==> src/rtl/instruction_fetch_unit.sv <==
// Fetch-stage engine: owns the PC, issues BUSYWAIT-handshaked IMEM reads and
// feeds a one-entry slot to IF/ID. Optional macro: IF_BUBBLE_NOP_EN (NOP on redirect).
module instruction_fetch_unit #(
  parameter logic [31:0] RESET_PC = 32'h0000_0000
) (
  input  logic        CLK,
  input  logic        RESET,
  input  logic        STALL,
  input  logic        BRANCH_TAKEN,
  input  logic [31:0] BRANCH_TARGET,
  output logic        IMEM_READ,
  output logic [31:0] IMEM_ADDRESS,
  input  logic [31:0] IMEM_READDATA,
  input  logic        IMEM_BUSYWAIT,
  output logic [31:0] OUT_INSTRUCTION,
  output logic [31:0] OUT_PC,
  output logic        OUT_BUSYWAIT
);

`ifdef IF_BUBBLE_NOP_EN
  localparam logic [31:0] NOP_INSTR = 32'h0000_0013;
`endif

  typedef enum logic [1:0] {FETCH, BUSY, DISCARD} state_t;

  state_t      state;
  logic [31:0] pc;
  logic [31:0] disc_addr;
  logic [31:0] instr_r;
  logic [31:0] pc_r;
  logic        valid_r;
  logic        imem_read;
  logic        consume;

  assign consume = valid_r & ~STALL;

  // A full slot that cannot drain blocks new requests; BUSY/DISCARD must hold READ.
  always_comb begin
    case (state)
      FETCH:   imem_read = ~RESET & (~valid_r | ~STALL);
      default: imem_read = ~RESET;
    endcase
  end

  assign IMEM_READ       = imem_read;
  assign IMEM_ADDRESS    = (state == DISCARD) ? disc_addr : pc;
  assign OUT_INSTRUCTION = instr_r;
  assign OUT_PC          = pc_r;
  assign OUT_BUSYWAIT    = ~valid_r | STALL | RESET;

  always_ff @(posedge CLK) begin
    if (RESET) begin
      state     <= FETCH;
      pc        <= RESET_PC;
      disc_addr <= '0;
      instr_r   <= '0;
      pc_r      <= '0;
      valid_r   <= 1'b0;
    end else begin
      if (consume) valid_r <= 1'b0;
      if (BRANCH_TAKEN) begin
        pc <= BRANCH_TARGET;
`ifdef IF_BUBBLE_NOP_EN
        instr_r <= NOP_INSTR;
        pc_r    <= BRANCH_TARGET;
        valid_r <= 1'b1;
`else
        valid_r <= 1'b0;
`endif
        // An in-flight request must still be retired on its old address.
        case (state)
          FETCH: begin
            if (imem_read && IMEM_BUSYWAIT) begin
              state     <= DISCARD;
              disc_addr <= pc;
            end
          end
          BUSY: begin
            if (IMEM_BUSYWAIT) begin
              state     <= DISCARD;
              disc_addr <= pc;
            end else begin
              state <= FETCH;
            end
          end
          default: if (!IMEM_BUSYWAIT) state <= FETCH;
        endcase
      end else begin
        case (state)
          FETCH: begin
            if (imem_read) begin
              if (!IMEM_BUSYWAIT) begin
                instr_r <= IMEM_READDATA;
                pc_r    <= pc;
                valid_r <= 1'b1;
                pc      <= pc + 32'd4;
              end else begin
                state <= BUSY;
              end
            end
          end
          BUSY: begin
            if (!IMEM_BUSYWAIT) begin
              instr_r <= IMEM_READDATA;
              pc_r    <= pc;
              valid_r <= 1'b1;
              pc      <= pc + 32'd4;
              state   <= FETCH;
            end
          end
          default: if (!IMEM_BUSYWAIT) state <= FETCH;
        endcase
      end
    end
  end

endmodule
==> config.mk <==
export PLATFORM = sky130hd
export DESIGN_NAME = instruction_fetch_unit
export DESIGN_NICKNAME = d
export VERILOG_FILES = /design/src/rtl/instruction_fetch_unit.sv
export SDC_FILE = /design/constraint.sdc
export NUM_CORES = 1
export LEC_CHECK = 0
export CORE_ASPECT_RATIO = 1.2
export CORE_MARGIN = 10
export CORE_UTILIZATION = 43
export CTS_CLUSTER_SIZE = 28
export DETAILED_ROUTE_END_ITERATION = 7
export PLACE_DENSITY = 0.76
export SKIP_CTS_REPAIR_TIMING = 1
export SYNTH_ARGS = -nofsm -noshare
export SYNTH_HDL_FRONTEND = slang
export SYNTH_SLANG_ARGS = --single-unit
==> constraint.sdc <==
create_clock -name CLK -period 2.2 [get_ports CLK]
set_clock_uncertainty 0.1 [all_clocks]
set_input_delay 0.55 -clock CLK [delete_from_list [all_inputs] [get_ports CLK]]
set_output_delay 0.55 -clock CLK [all_outputs]
set_load 0.005 [all_outputs]
==> results of run 1 <==
-- path summary, 6_finish.rpt --
check	start	end	slack, ns	cells after the start
worst max-delay path	state[1]$_SDFFE_PP0P_	IMEM_ADDRESS[24]	-0.34	8
worst max register to register	pc[19]$_SDFFE_PP0P_	pc[31]$_SDFFE_PP0P_	0.08	4
worst min-delay path	OUT_INSTRUCTION[28]$_SDFFE_PP0P_	OUT_INSTRUCTION[28]$_SDFFE_PP0P_	0.35	2
worst min register to register	OUT_INSTRUCTION[28]$_SDFFE_PP0P_	OUT_INSTRUCTION[28]$_SDFFE_PP0P_	0.35	2
-- sequential cells by signal (all words and copies together), names as in the netlist --
name             cells
OUT_INSTRUCTION     32
OUT_PC              32
disc_addr           32
pc                  32
state                2
valid_r              1
-- metrics by stage --
stage	setup WS, ns	utilization (%)	power (mW)
detailed placement	-0.532	61.1	3.40
global placement	-0.477	61.1	3.39
finish	-0.345	68.6	6.25
global route	-0.409	68.6	6.48
CTS	-0.450	65.6	6.21
floorplan	0.0260	-	2.90
-- cells in the final DEF, fill, tap and decap left out, types with 8 or more instances in the layout --
cell type	count
o211ai_1	10
buf_6	35
nand4_1	12
nor2_1	27
or4_1	13
a311oi_1	11
clkdlybuf4s50_1	130
mux2_4	27
clkbuf_2	11
dfxtp_1	129
nand3_1	12
o21ai_0	14
o31ai_1	10
buf_12	8
a21oi_1	101
buf_4	70
clkbuf_16	20
nand2_1	204
-- logic make-up (layout without fill, tap and decap cells) --
group | count (synthesis) | count (layout)
AND/OR/NAND/NOR | 315 | 315
AO/OA/AOI/OAI | 174 | 174
buffers and inverters | 71 | 300
flip-flops | 131 | 131
multiplexers | 33 | 33
XOR/XNOR | 4 | 4
adder cells (fa/ha/maj) | 1 | 1
-- layout make-up --
class	count	area [µm²]	share of cell area, %
Timing Repair Buffer	262	2570	28.4
Tap cell	168	210	2.33
Clock buffer	18	439	4.86
Clock inverter	14	153	1.69
Multi-Input combinational cell	527	3020	33.4
Sequential cell	131	2630	29.1
Inverter	6	22.5	0.249
-- worst max-delay path: cells and delay by family (launching register included) --
kind	cells	cell delay (ns)
buffers and inverters	6	0.65
flip-flops	1	0.33
multiplexers	1	0.30
AND/OR/NAND/NOR	1	0.20
-- report_power, final --
group,switching [mW],total [mW],internal (mW)
combinational,0.404,0.906,0.502
sequential,0.0708,2.53,2.46
clock,1.10,2.81,1.71
total,1.58,6.25,4.67
-- layer usage --
layer / up-vias / wire length, µm
met1: 2834 / 8140
met5: - / 11
li1: 2983 / -
met4: 2 / 413
met2: 262 / 9680
met3: 44 / 1770
==> results.toml, run 1 <==
[placed_design]
hpwlAfterDp_mm = 13.7
io_buffers = 166
placed_cell_area_um2 = 8050
dp.cells = 1073
place_congestion = 0.850

[setup_path]
slowest_delay_ns = 0.33
critical_path_class = "reg -> out"
startpoint_type = "flip-flop"
critPathSlowestCell = "dfxtp_2"
critical_path.max_fanout = 4
end_kind = "output port"
path_cells = "inv_2 -> nor2_4 -> buf_12 -> clkbuf_16 -> buf_6 -> buf_6 -> mux2_4 -> buf_6"
cp.arrival_ns = 1.89
path_common_cell = "buf_6"
required_ns = 1.55

[global_routing]
grt_max_degree = 80
met3_usage_pct = 7.96
grtUsageTotal_pct = 19.8
use_met1_pct = 22.2
grtUsageMet2_pct = 33.6
grt_pass1_wl_mm = 30.1
grt.busiest_layer = "met2"
overflow = 0
grt_pass1_vias = 5817
antenna_found_initial = 1

[status]
violations = "setup timing"
status = "finished with violations"

[synth]
syn-num-nets = 799
synth-main-ff-cell = "dfxtp_1"
synth_fa_ha_area_share_pct = 0.217
synth.avg_cell_area_um2 = 7.92
ys_ff_latch = 131
ys_top_cells_by_area = "dfxtp_1 45%, nand2_1 13%, a21oi_1 8.8%"
post_synth_num_cell_types = 46
synth_area_um2 = 5770
post-synth-top-count-cell = "nand2_1"
yosysWarnings = 0
syn_inst = 729
synth_top_family_by_area = "simple AND/OR/NAND/NOR gates"
netlist_top_cells_count = "204 x nand2_1, 131 x dfxtp_1, 102 x a21oi_1, 51 x clkbuf_1, 31 x mux2_2"
synth_compound_area_share_pct = 18.0
synth_xor_area_share_pct = 0.607
yosys.area.top_type = "dfxtp_1"
synth-edff-count = 0
synth_mux_area_share_pct = 6.39
yosysSeqAreaShare_pct = 45.4
yosys.area.top_type_share_pct = 45.4
synth-simple-area-share_pct = 24.6
synthArstFlopShare_pct = 0

[clocking]
htreeDepth = 4
cts_buffer_depth = 2
clock_latency_ns = 0.41
cts_buffers = 17
tritoncts = "done"
cts_sinks = 131
cts.reportedPaths.clkPinSlew_ns = 0.06
root_buffer = "clkbuf_16"

[drt]
drt_iter0_markers = 393
ant_nets = 0
firstDrtPassIters = 5
drc = 0
wl_per_cell_um = 17.8
vias = 6125
wirelength_mm = 20.0
via_per_inst = 5.44

[timing]
timing.slew.headroom_pct = 42.8
max_freq_mhz = 393
finalCritPeriodShare_pct = 116
setup_viol = 32
tightestPinTransition_ns = 0.858
finalSetupTns_ns = -5.67
hold_viol_final = 0
holdWs_ns = 0.352
rsz0062_at_grt = "true"
fin_crit_ns = 2.54
slew_violations = 0
layout_setup_ws_ns = -0.345

[final_layout]
nNetsFinal = 1015
drive_gt1_share_pct = 21.4
fin_area_um2 = 9040
nFillCells = 1064
area_growth_pct = 56.5
n_antenna_cell = 0
final_cells = 1126

[floorplan]
num_rows = 46
ioPinCount = 167
die_w_um = 126
die-area_um2 = 18500
start_util_pct = 43.8
coreArea_um2 = 13200
die_h_um = 147

[power_and_ir_drop]
p_per_area_nw_per_um2 = 692
total_leakage_power_nw = 3.35
vdd_ir_drop_max_mv = 0.601

[hold_path]
min_path_type = "reg -> reg"

[flow_run]
max-cap-violations = 0
Power figures use the tool's default switching activity.
==> inputs of run 2 (changes only) <==
- CORE_MARGIN: 10 -> not set
- GPL_ROUTABILITY_DRIVEN: not set -> 1
==> results.toml, run 2 (same netlist as run 1, synthesis figures left out) <==
[timing]
timing.slew.headroom_pct = 62.6
layout_setup_ws_ns = -0.242
hold_viol_final = 0
fin_crit_ns = 2.44
max_freq_mhz = 409
holdWs_ns = 0.352
setup_viol = 30
slew_violations = 0
finalCritPeriodShare_pct = 111
rsz0062_at_grt = "true"
tightestPinTransition_ns = 0.562

[final_layout]
final_common_cell = "nand2_1"
seqCellArea_um2 = 2620
final_cell_mix = "204 x nand2_1, 130 x dfxtp_1, 130 x clkdlybuf4s50_1"
multiInputGateArea_um2 = 3020
fin_area_um2 = 8840
nNetsFinal = 1007
drive_gt1_share_pct = 20.4
n_antenna_cell = 0
nFillCells = 1091
final_util_pct = 67.1
area_growth_pct = 53.1

[drt]
wirelength_mm = 18.3
drt_iter0_markers = 406
firstDrtPassIters = 6
drc = 0
via_per_inst = 5.42
ant_nets = 0
wl_per_cell_um = 16.4
vias = 6060

[global_routing]
grtUsageTotal_pct = 25.1
grt_pass1_vias = 5548
use_met1_pct = 29.3
met3_usage_pct = 6.18
overflow = 0
grt_pass1_wl_mm = 27.2
grtUsageMet2_pct = 44.0
antenna_found_initial = 0
grt.busiest_layer = "met2"
grt_max_degree = 65

[clocking]
htreeDepth = 4
tritoncts = "done"
clock_latency_ns = 0.41
cts_buffer_depth = 2
root_buffer = "clkbuf_16"
cts_sinks = 131
cts.reportedPaths.clkPinSlew_ns = 0.06
cts_buffers = 17

[placed_design]
dp_slack_ns = -0.474
placed_cell_area_um2 = 8030
place_congestion = 0.910
hpwlAfterDp_mm = 12.2
io_buffers = 166

[floorplan]
num_rows = 46
start_util_pct = 43.8
die_w_um = 108
die-area_um2 = 13900
die_h_um = 129
ioPinCount = 167
coreArea_um2 = 13200

[power_and_ir_drop]
vdd_ir_drop_max_mv = 0.487
swShare_pct = 24.7
p_per_area_nw_per_um2 = 699
power_mw = 6.18
total_leakage_power_nw = 3.29
seq_power_share_pct = 40.9
internal_power_mw = 4.65
p_sw_mw = 1.53
power_frac_comb_pct = 14.0
p_clk_share_pct = 45.1

[status]
status = "finished with violations"
violations = "setup timing"

[setup_path]
cp.arrival_ns = 1.79
required_ns = 1.55
critical_path.max_fanout = 5
critical_path_class = "reg -> out"
end_kind = "output port"
startpoint_type = "flip-flop"

[hold_path]
min_path_type = "reg -> reg"

[flow_run]
max-cap-violations = 0
==> run 2: cell count changes in the layout (fill, tap and decap cells not counted), moves of 3 or more <==
cell      delta
buf_6       -24
mux2_2       -3
buf_4        +3
mux2_4       +3
clkbuf_2    +13
==> run 2: worst paths after layout <==
path                             startpoint                         to  slack (ns)  cells after the start
setup / recovery      state[1]$_SDFFE_PP0P_            IMEM_ADDRESS[3]       -0.24                      7
hold / removal    disc_addr[6]$_SDFFE_PP0P_  disc_addr[6]$_SDFFE_PP0P_        0.35                      2
setup reg to reg         pc[2]$_SDFFE_PP0P_        pc[28]$_SDFFE_PP0P_        0.06                      5
hold reg to reg   disc_addr[6]$_SDFFE_PP0P_  disc_addr[6]$_SDFFE_PP0P_        0.35                      2
==> run 2: layout make-up <==
class	count	share of cell area (%)
Inverter	6	0.255
Clock buffer	19	5.12
Multi-Input combinational cell	527	34.1
Clock inverter	13	1.51
Tap cell	168	2.38
Sequential cell	131	29.7
Timing Repair Buffer	254	26.9
==> run 2: power groups by stage <==
stage | Sequential (mW) | Clock (mW) | Combinational (mW)
final | 2.53 | 2.79 | 0.864
after global placement | 2.57 | 0 | 0.802
after floorplan | 2.57 | 0 | 0.332
after global routing | 2.54 | 2.94 | 0.925
after CTS | 2.52 | 2.82 | 0.813
after detailed placement | 2.58 | 0 | 0.806
==> run 2: routing by layer <==
layer / vias to the layer above / share of wire, %
li1: 2961 / -
met1: 2822 / 41
met2: 241 / 50
met3: 36 / 6.6
met4: 0 / 2.2
met5: - / 0
==> run 2: per-stage QoR <==
step / cells / setup TNS, ns
after floorplan: 729 / 0
after global placement: 1075 / -30.19
after global routing: 1118 / -7.29
after CTS: 1107 / -15.37
after detailed placement: 1075 / -37.83
final: 1118 / -5.71
==> run 2: critical path, cell delays in order (launching register included) <==
cell       delay [ns]
dfxtp_2          0.33
inv_2            0.05
nor2_4           0.18
buf_12           0.14
buf_4            0.11
clkbuf_16        0.14
mux2_4           0.31
clkbuf_2         0.12
